==> src/rtl/exe_sequencer_pkg.sv <==
// exe_sequencer_pkg
// Shared definitions for the execution-unit sequencer: opcode values,
// instruction word field positions, FSM state encoding, data and register
// index widths, and the small instruction decode helpers.
package exe_sequencer_pkg;

    localparam int DATA_W  = 10;
    localparam int REG_W   = 4;
    localparam int INSTR_W = 16;

    // Opcodes carried in instruction bits [15:13]
    localparam logic [2:0] OP_ADD   = 3'd0;
    localparam logic [2:0] OP_SUB   = 3'd1;
    localparam logic [2:0] OP_SHIFT = 3'd2;
    localparam logic [2:0] OP_AND   = 3'd3;
    localparam logic [2:0] OP_ORR   = 3'd4;
    localparam logic [2:0] OP_XOR   = 3'd5;
    localparam logic [2:0] OP_XNOR  = 3'd6;
    localparam logic [2:0] OP_SYS   = 3'd7;  // MOVI when rd != 0, HALT when rd == 0

    // Instruction word field positions
    localparam int OP_HI  = 15;
    localparam int OP_LO  = 13;
    localparam int IMM_BIT = 12;
    localparam int RD_HI  = 11;
    localparam int RD_LO  = 8;
    localparam int RS0_HI = 7;
    localparam int RS0_LO = 4;
    localparam int RS1_HI = 3;
    localparam int RS1_LO = 0;

    typedef enum logic [2:0] {
        ST_IDLE,
        ST_FETCH,
        ST_FETCH_IMM,
        ST_EXEC,
        ST_WB,
        ST_HALT
    } state_t;

    typedef struct packed {
        logic [2:0]       op;
        logic             imm_sel;
        logic [REG_W-1:0] rd;
        logic [REG_W-1:0] rs0;
        logic [REG_W-1:0] rs1;
    } instr_t;

    function automatic instr_t decode(input logic [INSTR_W-1:0] w);
        instr_t d;
        d.op      = w[OP_HI:OP_LO];
        d.imm_sel = w[IMM_BIT];
        d.rd      = w[RD_HI:RD_LO];
        d.rs0     = w[RS0_HI:RS0_LO];
        d.rs1     = w[RS1_HI:RS1_LO];
        return d;
    endfunction

    function automatic logic is_alu_op(input logic [2:0] op);
        logic r;
        case (op)
            OP_ADD, OP_SUB, OP_SHIFT, OP_AND,
            OP_ORR, OP_XOR, OP_XNOR: r = 1'b1;
            default:                 r = 1'b0;
        endcase
        return r;
    endfunction

    function automatic logic is_halt(input instr_t d);
        return (d.op == OP_SYS) && (d.rd == '0);
    endfunction

    function automatic logic is_movi(input instr_t d);
        return (d.op == OP_SYS) && (d.rd != '0);
    endfunction

    // True when a second (immediate) word follows this instruction word
    function automatic logic needs_imm(input instr_t d);
        return (is_alu_op(d.op) && d.imm_sel) || is_movi(d);
    endfunction

endpackage

==> src/rtl/exe_sequencer.sv <==
// exe_sequencer
// Fetch/decode/write-back controller for the execution unit. Fetches 16-bit
// words from instruction memory (request/valid), decodes them, drives the
// unit's operand/operation ports for EXE_LAT cycles, samples the result on
// the last of those cycles and issues a one-cycle register write-back.
// All outputs are registered.
//
// Ports:
//   i_clk, i_rsn          clock (rising edge), asynchronous active-low reset
//   i_start               start pulse, honoured only in IDLE or HALT
//   o_ireq, o_pc          fetch request and address
//   i_ivalid, i_instr     fetch response
//   o_oper, o_reg0, o_reg1, o_imm, o_data   operation/operands (EXEC only)
//   o_reg2, o_data2       write-back index/data (WB only, index 0 = no write)
//   i_exe_data, i_exe_flag  unit result and flags
//   o_flag                flags latched at the last ALU write-back
//   o_busy, o_halted      status
module exe_sequencer
    import exe_sequencer_pkg::*;
#(
    parameter int              PC_W     = 8,
    parameter logic [PC_W-1:0] START_PC = '0,
    parameter int              EXE_LAT  = 1
) (
    input  logic               i_clk,
    input  logic               i_rsn,
    input  logic               i_start,
    output logic               o_ireq,
    output logic [PC_W-1:0]    o_pc,
    input  logic               i_ivalid,
    input  logic [INSTR_W-1:0] i_instr,
    output logic [2:0]         o_oper,
    output logic [REG_W-1:0]   o_reg0,
    output logic [REG_W-1:0]   o_reg1,
    output logic               o_imm,
    output logic [DATA_W-1:0]  o_data,
    output logic [REG_W-1:0]   o_reg2,
    output logic [DATA_W-1:0]  o_data2,
    input  logic [DATA_W-1:0]  i_exe_data,
    input  logic [3:0]         i_exe_flag,
    output logic [3:0]         o_flag,
    output logic               o_busy,
    output logic               o_halted
);

    localparam int CNT_W = (EXE_LAT > 1) ? $clog2(EXE_LAT) : 1;
    localparam logic [CNT_W-1:0] LAT_LAST = CNT_W'(EXE_LAT - 1);

    state_t            state_reg;
    logic [PC_W-1:0]   pc_reg;
    logic [2:0]        op_reg;
    logic [REG_W-1:0]  rd_reg;
    logic [REG_W-1:0]  rs0_reg;
    logic              movi_reg;
    logic [CNT_W-1:0]  lat_cnt_reg;

    instr_t            dec_w;
    logic [PC_W-1:0]   pc_inc;

    assign dec_w  = decode(i_instr);
    assign pc_inc = pc_reg + PC_W'(1);  // wraps modulo 2^PC_W

    always_ff @(posedge i_clk or negedge i_rsn) begin
        if (!i_rsn) begin
            state_reg   <= ST_IDLE;
            pc_reg      <= START_PC;
            op_reg      <= '0;
            rd_reg      <= '0;
            rs0_reg     <= '0;
            movi_reg    <= 1'b0;
            lat_cnt_reg <= '0;
            o_ireq      <= 1'b0;
            o_pc        <= '0;
            o_oper      <= '0;
            o_reg0      <= '0;
            o_reg1      <= '0;
            o_imm       <= 1'b0;
            o_data      <= '0;
            o_reg2      <= '0;
            o_data2     <= '0;
            o_flag      <= '0;
            o_busy      <= 1'b0;
            o_halted    <= 1'b0;
        end else begin
            case (state_reg)
                ST_IDLE, ST_HALT: begin
                    if (i_start) begin
                        pc_reg    <= START_PC;
                        o_pc      <= START_PC;
                        o_ireq    <= 1'b1;
                        o_busy    <= 1'b1;
                        o_halted  <= 1'b0;
                        state_reg <= ST_FETCH;
                    end
                end

                ST_FETCH: begin
                    if (i_ivalid) begin
                        op_reg   <= dec_w.op;
                        rd_reg   <= dec_w.rd;
                        rs0_reg  <= dec_w.rs0;
                        movi_reg <= is_movi(dec_w);
                        pc_reg   <= pc_inc;
                        o_pc     <= pc_inc;
                        if (is_halt(dec_w)) begin
                            o_ireq    <= 1'b0;
                            o_busy    <= 1'b0;
                            o_halted  <= 1'b1;
                            state_reg <= ST_HALT;
                        end else if (needs_imm(dec_w)) begin
                            // request stays high for the immediate word
                            state_reg <= ST_FETCH_IMM;
                        end else begin
                            // single-word ALU op: register operand B
                            o_ireq      <= 1'b0;
                            o_oper      <= dec_w.op;
                            o_reg0      <= dec_w.rs0;
                            o_reg1      <= dec_w.rs1;
                            o_imm       <= 1'b0;
                            o_data      <= '0;
                            lat_cnt_reg <= '0;
                            state_reg   <= ST_EXEC;
                        end
                    end
                end

                ST_FETCH_IMM: begin
                    if (i_ivalid) begin
                        pc_reg <= pc_inc;
                        o_pc   <= pc_inc;
                        o_ireq <= 1'b0;
                        if (movi_reg) begin
                            o_reg2    <= rd_reg;
                            o_data2   <= i_instr[DATA_W-1:0];
                            state_reg <= ST_WB;
                        end else begin
                            o_oper      <= op_reg;
                            o_reg0      <= rs0_reg;
                            o_reg1      <= '0;
                            o_imm       <= 1'b1;
                            o_data      <= i_instr[DATA_W-1:0];
                            lat_cnt_reg <= '0;
                            state_reg   <= ST_EXEC;
                        end
                    end
                end

                ST_EXEC: begin
                    if (lat_cnt_reg == LAT_LAST) begin
                        // last operand cycle: result is captured straight
                        // into the write-back registers
                        o_oper    <= '0;
                        o_reg0    <= '0;
                        o_reg1    <= '0;
                        o_imm     <= 1'b0;
                        o_data    <= '0;
                        o_reg2    <= rd_reg;
                        o_data2   <= i_exe_data;
                        o_flag    <= i_exe_flag;
                        state_reg <= ST_WB;
                    end else begin
                        lat_cnt_reg <= lat_cnt_reg + CNT_W'(1);
                    end
                end

                ST_WB: begin
                    o_reg2    <= '0;
                    o_data2   <= '0;
                    o_ireq    <= 1'b1;
                    state_reg <= ST_FETCH;
                end

                default: begin
                    state_reg <= ST_IDLE;
                end
            endcase
        end
    end

endmodule
==> config.mk <==
export PLATFORM = sky130hd
export DESIGN_NAME = exe_sequencer
export DESIGN_NICKNAME = d
export VERILOG_FILES = /design/src/rtl/exe_sequencer_pkg.sv /design/src/rtl/exe_sequencer.sv
export SDC_FILE = /design/constraint.sdc
export NUM_CORES = 1
export LEC_CHECK = 0
export CELL_PAD_IN_SITES_DETAIL_PLACEMENT = 2
export CELL_PAD_IN_SITES_GLOBAL_PLACEMENT = 2
export CORE_UTILIZATION = 30
export DETAILED_ROUTE_END_ITERATION = 16
export PLACE_DENSITY = 0.82
export SYNTH_ARGS = -nofsm -noshare
export SYNTH_HDL_FRONTEND = slang
export SYNTH_SLANG_ARGS = --single-unit
==> constraint.sdc <==
create_clock -name i_clk -period 2.29 [get_ports i_clk]
set_input_delay 0.458 -clock i_clk [delete_from_list [all_inputs] [get_ports i_clk]]
set_output_delay 0.458 -clock i_clk [all_outputs]
set_load 0.01 [all_outputs]
==> results of run 1 <==
cells by family after synthesis:
kind of cell    Yosys count
compound gates           78
mux                      32
fa+ha+maj                 1
xor+xnor                  3
simple gates            100
buf+inv                  24
flops                    66
final cells by class:
type | count | area [um2]
Inverter | 2 | 7.51
Multi-Input combinational cell | 214 | 1480
Clock inverter | 4 | 50.0
Clock buffer | 12 | 155
Timing Repair Buffer | 107 | 1010
Sequential cell | 66 | 1650
Fill cell | 1082 | 5900
Tap cell | 136 | 170
repair_timing:
| action | 4_1_cts | 5_1_grt |
|---|---|---|
| hold buffers | 0 | 0 |
| gates resized for setup | 0 | 1 |
| endpoints found under the setup margin | 0 | 4 |
critical path, stage by stage (launching register included):
cell	delay, ps
dfrtp_1	750
and3b_1	390
a311o_2	570
nor2_1	210
a21oi_2	50
power by group through the flow:
| stage | logic (W) | registers, W | clock network, W |
|---|---|---|---|
| global route | 0.00343 | 0.00223 | 0.00110 |
| detailed placement | 0.00315 | 0.00217 | 0 |
| global placement | 0.00299 | 0.00214 | 0 |
| CTS | 0.00319 | 0.00217 | 0.00105 |
| floorplan | 0.00172 | 0.00219 | 0 |
| finish | 0.00314 | 0.00216 | 0.00104 |
layer usage:
layer	wire length, um	vias up	track usage (%)	part of all wire (%)
met1	4680	1462	24.4	44
met4	163	0	7.44	1.5
met3	276	11	4.11	2.6
li1	-	1293	-	-
met5	0	-	0	0
met2	5430	51	35.1	51
how the worst min path moves through the flow:
stage | from | to | slack (ps) | depth (start not counted)
2_1_floorplan | i_rsn | movi_reg | 160 | 0
5_1_grt | i_rsn | o_oper[2] | 40 | 1
3_5_place_dp | i_rsn | op_reg[2] | 430 | 1
4_1_cts | i_rsn | o_oper[2] | 50 | 1
3_3_place_gp | i_rsn | op_reg[2] | 420 | 1
6_report | i_rsn | o_oper[2] | 40 | 1
stage by stage:
stage	hold slack, ps	area [um2]	setup TNS [ps]	power, W
final	39.3	4520	0	0.00634
after global routing	43.7	4520	0	0.00676
after CTS	45.2	4520	0	0.00641
after detailed placement	428	4310	-56.0	0.00532
after global placement	422	4310	0	0.00513
after floorplan	162	3260	0	0.00390
cell usage in the layout (no fill, tap or decap), types with 2 or more instances in the layout:
cell type        count
a21oi_1             14
mux2_2              11
nand3b_1             3
clkinvlp_4           2
buf_4               23
o221a_2              6
and4_1               2
o221a_1              2
inv_1                2
nand3_1              2
dfrtp_1             66
o21ai_0             21
nor3_1               2
mux2i_1             20
o2bb2ai_1           10
nor2_2               4
nand4_1              4
nor2b_1              5
o21a_1               3
xor2_1               2
nand2_1             30
and4bb_2             2
a211oi_1             2
clkbuf_8            11
a31oi_1              2
nor2_1              23
nand2b_1             5
clkdlybuf4s50_1     83
nor3b_1              7
a21oi_2              7
and2_1               2
==> impl_metrics.env, run 1 <==
export IMPL_net_switching_power_w=0.00245
export IMPL_area_growth_pct=38.7
export IMPL_synth_most_common_cell="dfrtp_1"
export IMPL_synth_fp_nets=339
export IMPL_hold_path_class="input port to asynchronous set/reset pin"
export IMPL_layout_setup_ws_ps=200
export IMPL_ys_types=54
export IMPL_fin_crit_sh_pct=91.3
export IMPL_vdd_drop_max_mv=0.532
export IMPL_grt_pass1_vias=3213
export IMPL_worstSkewPairLatency_ps=350
export IMPL_synth_top_family_by_area="compound AO/OA/AOI/OAI gates"
export IMPL_finalClockSkew_ps=11.5
export IMPL_tritoncts="built"
export IMPL_reg2reg_to="o_reg0[3]"
export IMPL_netlist_area_um2=3260
export IMPL_clock_path_buffers=2
export IMPL_post_cts_buffers=0
export IMPL_synthCells=304
export IMPL_track_usage_pct=20.1
export IMPL_avgSynthCellArea_um2=10.7
export IMPL_slew_viol_final=0
export IMPL_ys_warn_count=0
export IMPL_finish_utilization_pct=43.4
export IMPL_p_sw_share_pct=38.6
export IMPL_max_clock_freq_mhz=479
export IMPL_synthTopCellsByArea="dfrtp_1 51%, mux2i_1 6.1%, mux2_2 3.8%, nand2_1 3.5%, o21ai_0 3.2%"
export IMPL_firstDrtPassIters=4
export IMPL_dpl_hpwl_um=7630
export IMPL_via_per_inst=5.21
export IMPL_die_h_um=106
export IMPL_cts_made_buffers=9
export IMPL_p_seq_share_pct=34.1
export IMPL_grt_pass1_wl_um=17500
export IMPL_pwr_share_comb_pct=49.6
export IMPL_critPathLaunchType="flop"
export IMPL_drt_iter0_drc=116
export IMPL_power_density_nw_per_um2=1400
export IMPL_crit_path_start="state_reg[2]"
export IMPL_ys_seq_elements=66
export IMPL_yosys_area_top_type_share_pct=50.7
export IMPL_htree_levels=3
export IMPL_path_clk_slew_ps=80
export IMPL_setup_violations=0
export IMPL_critPathCaptureType="flop"
export IMPL_crit_reg2reg_launch="state_reg[2]"
export IMPL_design_core_area_um2=10400
export IMPL_worst_r2r_path_depth=4
export IMPL_intPower_w=0.00389
export IMPL_dpl_cell_count=525
export IMPL_antenna_cells=0
export IMPL_wl_per_cell_um=19.5
export IMPL_dieWidth_um=106
export IMPL_clkSinkCount=66
export IMPL_final_layout_size_suffix_gt1_share_pct=18.0
export IMPL_grt_max_degree=31
export IMPL_dieArea_um2=11300
export IMPL_power_leakage_nw=1.82
export IMPL_rrSetupSlack_ps=200
export IMPL_ys_top_cells_by_count="66 x dfrtp_1, 30 x nand2_1, 23 x nor2_1"
export IMPL_timing_setup_critical_path_class="flop to flop"
export IMPL_crit_required_ps=2510
export IMPL_place_congestion=0.800
export IMPL_timing_hold_violations_final=0
export IMPL_status="completed"
export IMPL_finalNonFillerCells=541
export IMPL_cts_root_buf="clkbuf_8"
export IMPL_drc_errors=0
export IMPL_setup_worst_path_end="o_reg0[3]"
export IMPL_synth_simple_gate_area_share_pct=16.3
export IMPL_synth_async_reset_ratio_pct=100
export IMPL_row_count=37
export IMPL_fin_nets=435
export IMPL_synth_compound_gate_area_share_pct=17.5
export IMPL_cp_max_fo=21
export IMPL_pwr_share_clk_pct=16.3
export IMPL_wirelength_um=10600
export IMPL_ant_nets=0
export IMPL_synth_seq_area_share_pct=50.7
export IMPL_portBuffers=84
export IMPL_tightestPinTransition_ps=628
export IMPL_synth_largest_area_cell="dfrtp_1"
export IMPL_ios=85
export IMPL_arrival_ps=2310
export IMPL_yosys_mux_area_fraction_pct=10.3
export IMPL_relSlewSlack_pct=58.1
export IMPL_vias=2817
export IMPL_pre_cts_slack_ps=-38.2
export IMPL_drv_cap=0
export IMPL_synth_edff_count=0
export IMPL_start_util_pct=31.3
export IMPL_grt_overflow=0
export IMPL_grt_antenna_before_repair=0
export IMPL_grt_setup_unrepaired="false"
export IMPL_synthXorXnorAreaFrac_pct=0.807
export IMPL_layout_min_cycle_time_ps=2090
export IMPL_synth_ff_type="dfrtp_1"
export IMPL_synth_fa_ha_area_share_pct=0.384
Power figures use the tool's default switching activity.
==> inputs of run 2 (changes only) <==
--- a/config.mk
+++ b/config.mk
@@ -5,11 +5,12 @@
 export SDC_FILE = /design/constraint.sdc
 export NUM_CORES = 1
 export LEC_CHECK = 0
+export ABC_AREA = 1
 export CELL_PAD_IN_SITES_DETAIL_PLACEMENT = 2
 export CELL_PAD_IN_SITES_GLOBAL_PLACEMENT = 2
-export CORE_UTILIZATION = 30
+export CORE_UTILIZATION = 27
 export DETAILED_ROUTE_END_ITERATION = 16
-export PLACE_DENSITY = 0.82
+export PLACE_DENSITY = 0.81
 export SYNTH_ARGS = -nofsm -noshare
 export SYNTH_HDL_FRONTEND = slang
 export SYNTH_SLANG_ARGS = --single-unit
==> constraint.sdc (replaced) <==
create_clock -name i_clk -period 2.29 [get_ports i_clk]
set_input_delay 0.458 -clock i_clk [delete_from_list [all_inputs] [get_ports i_clk]]
set_output_delay 0.458 -clock i_clk [all_outputs]
set_load 0.02 [all_outputs]
==> impl_metrics.env, run 2 <==
export IMPL_clock_path_buffers=2
export IMPL_grt_setup_unrepaired="false"
export IMPL_worstSkewPairLatency_ps=330
export IMPL_crit_required_ps=2530
export IMPL_yosys_area_top_type_share_pct=52.3
export IMPL_status="completed"
export IMPL_final_layout_size_suffix_gt1_share_pct=10.2
export IMPL_timing_hold_violations_final=0
export IMPL_worst_r2r_path_depth=4
export IMPL_synthCells=389
export IMPL_ios=85
export IMPL_fin_crit_sh_pct=81.5
export IMPL_drt_iter0_drc=77
export IMPL_regArea_um2=1650
export IMPL_p_seq_share_pct=29.4
export IMPL_arrival_ps=2110
export IMPL_layout_min_cycle_time_ps=1870
export IMPL_final_cell_mix="116 x nand2_1, 83 x clkdlybuf4s50_1, 66 x dfrtp_1, 61 x nand3_1, 31 x nor2_1"
export IMPL_path_clk_slew_ps=50
export IMPL_place_congestion=0.790
export IMPL_reg2reg_to="o_flag[0]"
export IMPL_hold_path_class="input port to asynchronous set/reset pin"
export IMPL_finish_utilization_pct=39.8
export IMPL_p_sw_share_pct=41.7
export IMPL_antenna_cells=0
export IMPL_track_usage_pct=18.7
export IMPL_path_delay_family="buffers and inverters"
export IMPL_tightestPinTransition_ps=586
export IMPL_grt_max_degree=30
export IMPL_synth_edff_count=0
export IMPL_synthTopCellsByArea="dfrtp_1 52%, nand2_1 14%, nand3_1 9.7%, nor2_1 3.7%, o21ai_0 3.3%"
export IMPL_ys_types=32
export IMPL_clkSinkCount=66
export IMPL_net_switching_power_w=0.00284
export IMPL_critPathCaptureType="flop"
export IMPL_synth_ff_type="dfrtp_1"
export IMPL_design_core_area_um2=11400
export IMPL_vdd_drop_max_mv=0.503
export IMPL_crit_path_start="i_ivalid"
export IMPL_area_growth_pct=43.8
export IMPL_pwr_share_clk_pct=21.7
export IMPL_slew_viol_final=0
export IMPL_cts_made_buffers=9
export IMPL_ys_top_cells_by_count="116 x nand2_1, 66 x dfrtp_1, 61 x nand3_1"
export IMPL_holdWs_ps=130
export IMPL_post_cts_buffers=0
export IMPL_fin_nets=519
export IMPL_timing_setup_critical_path_class="input port to flop"
export IMPL_cpMaxStageDelayCell="clkdlybuf4s50_1"
export IMPL_pwr_share_comb_pct=48.9
export IMPL_tritoncts="built"
export IMPL_firstDrtPassIters=5
export IMPL_grt_antenna_before_repair=0
export IMPL_cts_root_buf="clkbuf_16"
export IMPL_fill_cells=1287
export IMPL_dieArea_um2=12100
export IMPL_rrSetupSlack_ps=550
export IMPL_dpl_hpwl_um=7710
export IMPL_setup_violations=0
export IMPL_setup_worst_path_end="o_data2[7]"
export IMPL_ys_seq_elements=66
export IMPL_portBuffers=84
export IMPL_wl_per_cell_um=16.4
export IMPL_setup_tns_final_ps=0
export IMPL_wirelength_um=10400
export IMPL_multiInputGateArea_um2=1300
export IMPL_finalClockSkew_ps=4.02
export IMPL_crit_reg2reg_launch="state_reg[1]"
export IMPL_path_cells="clkdlybuf4s50_1, inv_1, buf_4, o21ai_2, nand2_1, nand2_1, buf_4, nor2_1, a31oi_1"
export IMPL_power_leakage_nw=2.15
export IMPL_grt_pass1_vias=3347
export IMPL_max_clock_freq_mhz=536
export IMPL_row_count=39
export IMPL_power_density_nw_per_um2=1500
export IMPL_vias=3036
export IMPL_final_common_cell="nand2_1"
export IMPL_cp_max_fo=20
export IMPL_intPower_w=0.00398
export IMPL_synth_largest_area_cell="dfrtp_1"
export IMPL_synth_most_common_cell="nand2_1"
export IMPL_grt_pass1_wl_um=16900
export IMPL_via_per_inst=4.80
export IMPL_drv_cap=0
export IMPL_die_h_um=110
export IMPL_ant_nets=0
export IMPL_relSlewSlack_pct=60.9
export IMPL_dieWidth_um=110
export IMPL_synth_fp_nets=424
export IMPL_layout_setup_ws_ps=423
export IMPL_netlist_area_um2=3160
export IMPL_synth_async_reset_ratio_pct=100
export IMPL_avgSynthCellArea_um2=8.12
export IMPL_max_stage_delay_ps=490
export IMPL_drc_errors=0
export IMPL_pre_cts_slack_ps=-184
export IMPL_htree_levels=3
export IMPL_critPathLaunchType="input port"
export IMPL_path_buf_inv=4
export IMPL_synth_seq_area_share_pct=52.3
export IMPL_grt_overflow=0
export IMPL_cp_num_cells=9
export IMPL_start_util_pct=27.6
export IMPL_ys_warn_count=0
run 2: changes by cell type after synthesis, moves of 7 or more:
cell and delta:
a21oi_1 -12, a21oi_2 -7, a31oi_1 +8, inv_1 +25, mux2_2 -7, mux2i_1 -20
nand2_1 +86, nand3_1 +59, nor2_1 +8, nor3b_1 -7, o2bb2ai_1 -10
run 2: worst register-to-register path, delay by kind of cell (launching register included):
kind	cells	cell delay [ps]
and+or+nand+nor	2	720
muxes	1	410
DFF	1	400
buffers and inverters	1	90
run 2: worst min-delay path by stage:
| stage | start | to | slack, ps | cells after the start |
|---|---|---|---|---|
| after floorplan | i_rsn | movi_reg | 160 | 0 |
| after global placement | o_reg0[2] | o_reg0[2] | 450 | 2 |
| after detailed placement | o_reg0[2] | o_reg0[2] | 460 | 2 |
| after CTS | i_rsn | rd_reg[1] | 150 | 1 |
| after global routing | i_rsn | o_data2[0] | 180 | 1 |
| final | i_rsn | o_data2[0] | 130 | 1 |
run 2: what timing repair did:
action,4_1_cts,5_1_grt
setup endpoints to repair,0,1
resized for setup,0,1
hold buffers,0,0
run 2: per-stage QoR:
step,area (um2),cells,total power (W)
6_report,4540,632,0.00682
5_1_grt,4540,632,0.00731
4_1_cts,4540,632,0.00692
3_5_place_dp,4220,616,0.00539
3_3_place_gp,4220,616,0.00522
2_1_floorplan,3160,389,0.00395
run 2: routing by layer:
layer / share of wire (%) / wire (um) / track usage (%)
met2: 53 / 5470 / 35.4
met3: 3.3 / 339 / 2.82
met1: 42 / 4400 / 21.0
met5: 0 / 0 / 0
met4: 1.4 / 147 / 6.77
run 2: cell families (layout without fill, tap and decap cells):
kind of cell    after synthesis  in the layout  synth area share, %
compound gates               45             45                 8.16
flops                        66             66                 52.3
simple gates                222            222                 30.6
xor+xnor                      2              2                0.555
fa+ha+maj                     1              1                0.396
buf+inv                      49            149                 6.54
mux                           4              4                 1.43
run 2: area by class of cell:
class	count	area share (%)
Multi-Input combinational cell	274	28.7
Inverter	33	2.73
Tap cell	143	3.94
Sequential cell	66	36.4
Clock inverter	2	1.32
Clock buffer	14	5.59
Timing Repair Buffer	100	21.3
run 2: power groups by stage:
stage	clock (W)	sequential, W	combinational (W)
after floorplan	0	0.00241	0.00154
after global placement	0	0.00200	0.00322
after detailed placement	0	0.00203	0.00335
after CTS	0.00151	0.00202	0.00339
after global routing	0.00156	0.00207	0.00369
final	0.00148	0.00200	0.00333
==> inputs of run 3 (changes only) <==
--- a/config.mk
+++ b/config.mk
@@ -8,9 +8,9 @@
 export ABC_AREA = 1
 export CELL_PAD_IN_SITES_DETAIL_PLACEMENT = 2
 export CELL_PAD_IN_SITES_GLOBAL_PLACEMENT = 2
-export CORE_UTILIZATION = 27
+export CORE_UTILIZATION = 25
 export DETAILED_ROUTE_END_ITERATION = 16
-export PLACE_DENSITY = 0.81
+export PLACE_DENSITY = 0.79
 export SYNTH_ARGS = -nofsm -noshare
 export SYNTH_HDL_FRONTEND = slang
 export SYNTH_SLANG_ARGS = --single-unit
==> constraint.sdc (replaced) <==
create_clock -name i_clk -period 1.6 [get_ports i_clk]
set_input_delay 0.32 -clock i_clk [delete_from_list [all_inputs] [get_ports i_clk]]
set_output_delay 0.32 -clock i_clk [all_outputs]
set_load 0.02 [all_outputs]
==> impl_metrics.env, run 3 (same netlist as run 2, synthesis figures left out) <==
export IMPL_place_congestion=0.792
export IMPL_dieArea_um2=13100
export IMPL_violations="hold timing"
export IMPL_setup_violations=0
export IMPL_path_delay_family="simple AND/OR/NAND/NOR gates"
export IMPL_dpl_cell_count=656
export IMPL_max_clock_freq_mhz=625
export IMPL_via_per_inst=4.73
export IMPL_ant_nets=0
export IMPL_tightestPinTransition_ps=376
export IMPL_final_common_cell="nand2_1"
export IMPL_timing_hold_violations_final=1
export IMPL_vias=3192
export IMPL_wirelength_um=11200
export IMPL_crit_path_start="i_instr[8]"
export IMPL_cts_root_buf="clkbuf_16"
export IMPL_p_sw_share_pct=43.5
export IMPL_cp_num_cells=11
export IMPL_worst_r2r_path_depth=9
export IMPL_final_cell_mix="112 x nand2_1, 65 x dfrtp_1, 59 x nand3_1, 54 x dlygate4sd2_1, 29 x clkdlybuf4s50_1"
export IMPL_max_stage_delay_ps=450
export IMPL_final_layout_size_suffix_gt1_share_pct=16.4
export IMPL_fin_crit_sh_pct=100
export IMPL_path_buf_inv=3
export IMPL_grt_pass1_wl_um=18600
export IMPL_place_area_um2=4400
export IMPL_layout_min_cycle_time_ps=1600
export IMPL_worstSkewPairLatency_ps=340
export IMPL_grt_setup_unrepaired="true"
export IMPL_grt_overflow=0
export IMPL_pwr_share_clk_pct=20.2
export IMPL_area_growth_pct=51.0
export IMPL_die_h_um=114
export IMPL_row_count=40
export IMPL_drt_iter0_drc=72
export IMPL_p_seq_share_pct=28.2
export IMPL_fin_nets=537
export IMPL_arrival_ps=1830
export IMPL_track_usage_pct=18.7
export IMPL_rrSetupSlack_ps=50
export IMPL_pwr_share_comb_pct=51.7
export IMPL_setup_tns_final_ps=0
export IMPL_wl_per_cell_um=16.6
export IMPL_clkSinkCount=66
export IMPL_crit_top_cell="nand2_1"
export IMPL_firstDrtPassIters=4
export IMPL_intPower_w=0.00566
export IMPL_dieWidth_um=114
export IMPL_start_util_pct=26.0
export IMPL_finalNonFillerCells=675
export IMPL_clock_path_buffers=2
export IMPL_holdWs_ps=-0.254
export IMPL_grt_max_degree=67
export IMPL_timing_setup_critical_path_class="input port to flop"
export IMPL_htree_levels=3
export IMPL_tritoncts="built"
export IMPL_pre_cts_slack_ps=-755
export IMPL_final_area_um2=4770
export IMPL_critPathLaunchType="input port"
export IMPL_drv_cap=0
export IMPL_cpMaxStageDelayCell="clkdlybuf4s50_1"
export IMPL_slew_viol_final=0
export IMPL_critPathCaptureType="flop"
export IMPL_holdBufCountCts=0
export IMPL_grt_antenna_before_repair=0
export IMPL_power_leakage_nw=2.40
export IMPL_cts_made_buffers=9
export IMPL_reg2reg_to="state_reg[2]"
export IMPL_crit_required_ps=1830
export IMPL_status="complete, but fails checks"
export IMPL_design_core_area_um2=12200
export IMPL_antenna_cells=0
export IMPL_vdd_drop_max_mv=0.842
export IMPL_net_switching_power_w=0.00436
export IMPL_layout_setup_ws_ps=0.0669
export IMPL_dpl_hpwl_um=7880
export IMPL_finalClockSkew_ps=8.09
export IMPL_path_cells="clkdlybuf4s50_1, nor2_2, nand2_2, nand2_4, buf_4, nand2_1, nand2_1, nand3_2, buf_12, nand2_1, nand2_1"
export IMPL_ios=85
export IMPL_path_clk_slew_ps=60
export IMPL_grt_pass1_vias=3598
export IMPL_crit_reg2reg_launch="state_reg[0]"
export IMPL_cp_max_fo=22
export IMPL_relSlewSlack_pct=74.6
export IMPL_hold_path_class="input port to asynchronous set/reset pin"
export IMPL_drc_errors=0
export IMPL_portBuffers=84
export IMPL_power_density_nw_per_um2=2100
[run 3: worst max path at each step]
| stage | to | slack (ps) |
|---|---|---|
| detailed placement | o_reg1[1] | -760 |
| global route | o_data[3] | -80 |
| global placement | o_data[8] | -590 |
| CTS | o_data[4] | 20 |
| floorplan | o_data[0] | 230 |
| finish | o_data[4] | 0.07 |
[run 3: routing by layer]
layer	wire, um	share of wire [%]	track usage, %	up-vias
met5	0	0	0	-
met4	182	1.6	6.49	0
met3	388	3.5	4.02	15
met2	5960	53	34.4	79
met1	4710	42	21.4	1607
li1	-	-	-	1491
[run 3: power by group through the flow]
stage               sequential [W]  clock, W  combinational, W
floorplan                  0.00346         0           0.00220
global placement           0.00283         0           0.00498
detailed placement         0.00288         0           0.00520
CTS                        0.00284   0.00208           0.00500
global route               0.00292   0.00213           0.00569
finish                     0.00282   0.00202           0.00517
[run 3: timing repair]
action,CTS,global route
endpoints found under the setup margin,80,42
gates resized for setup,66,12
pin swaps,2,1
setup buffers,0,2
gates cloned,1,0
[run 3: layout make-up]
class,instances,area (um2)
Fill cell,1390,7400
Timing Repair Buffer,117,1100
Sequential cell,66,1650
Multi-Input combinational cell,275,1380
Inverter,33,128
Clock inverter,4,51.3
Tap cell,168,210
Clock buffer,12,246
[run 3: metrics by stage]
step	util, %	total power [W]
final	39.2	0.0100
after global routing	39.2	0.0107
after CTS	38.5	0.00992
after detailed placement	36.2	0.00808
after global placement	36.2	0.00781
after floorplan	-	0.00566
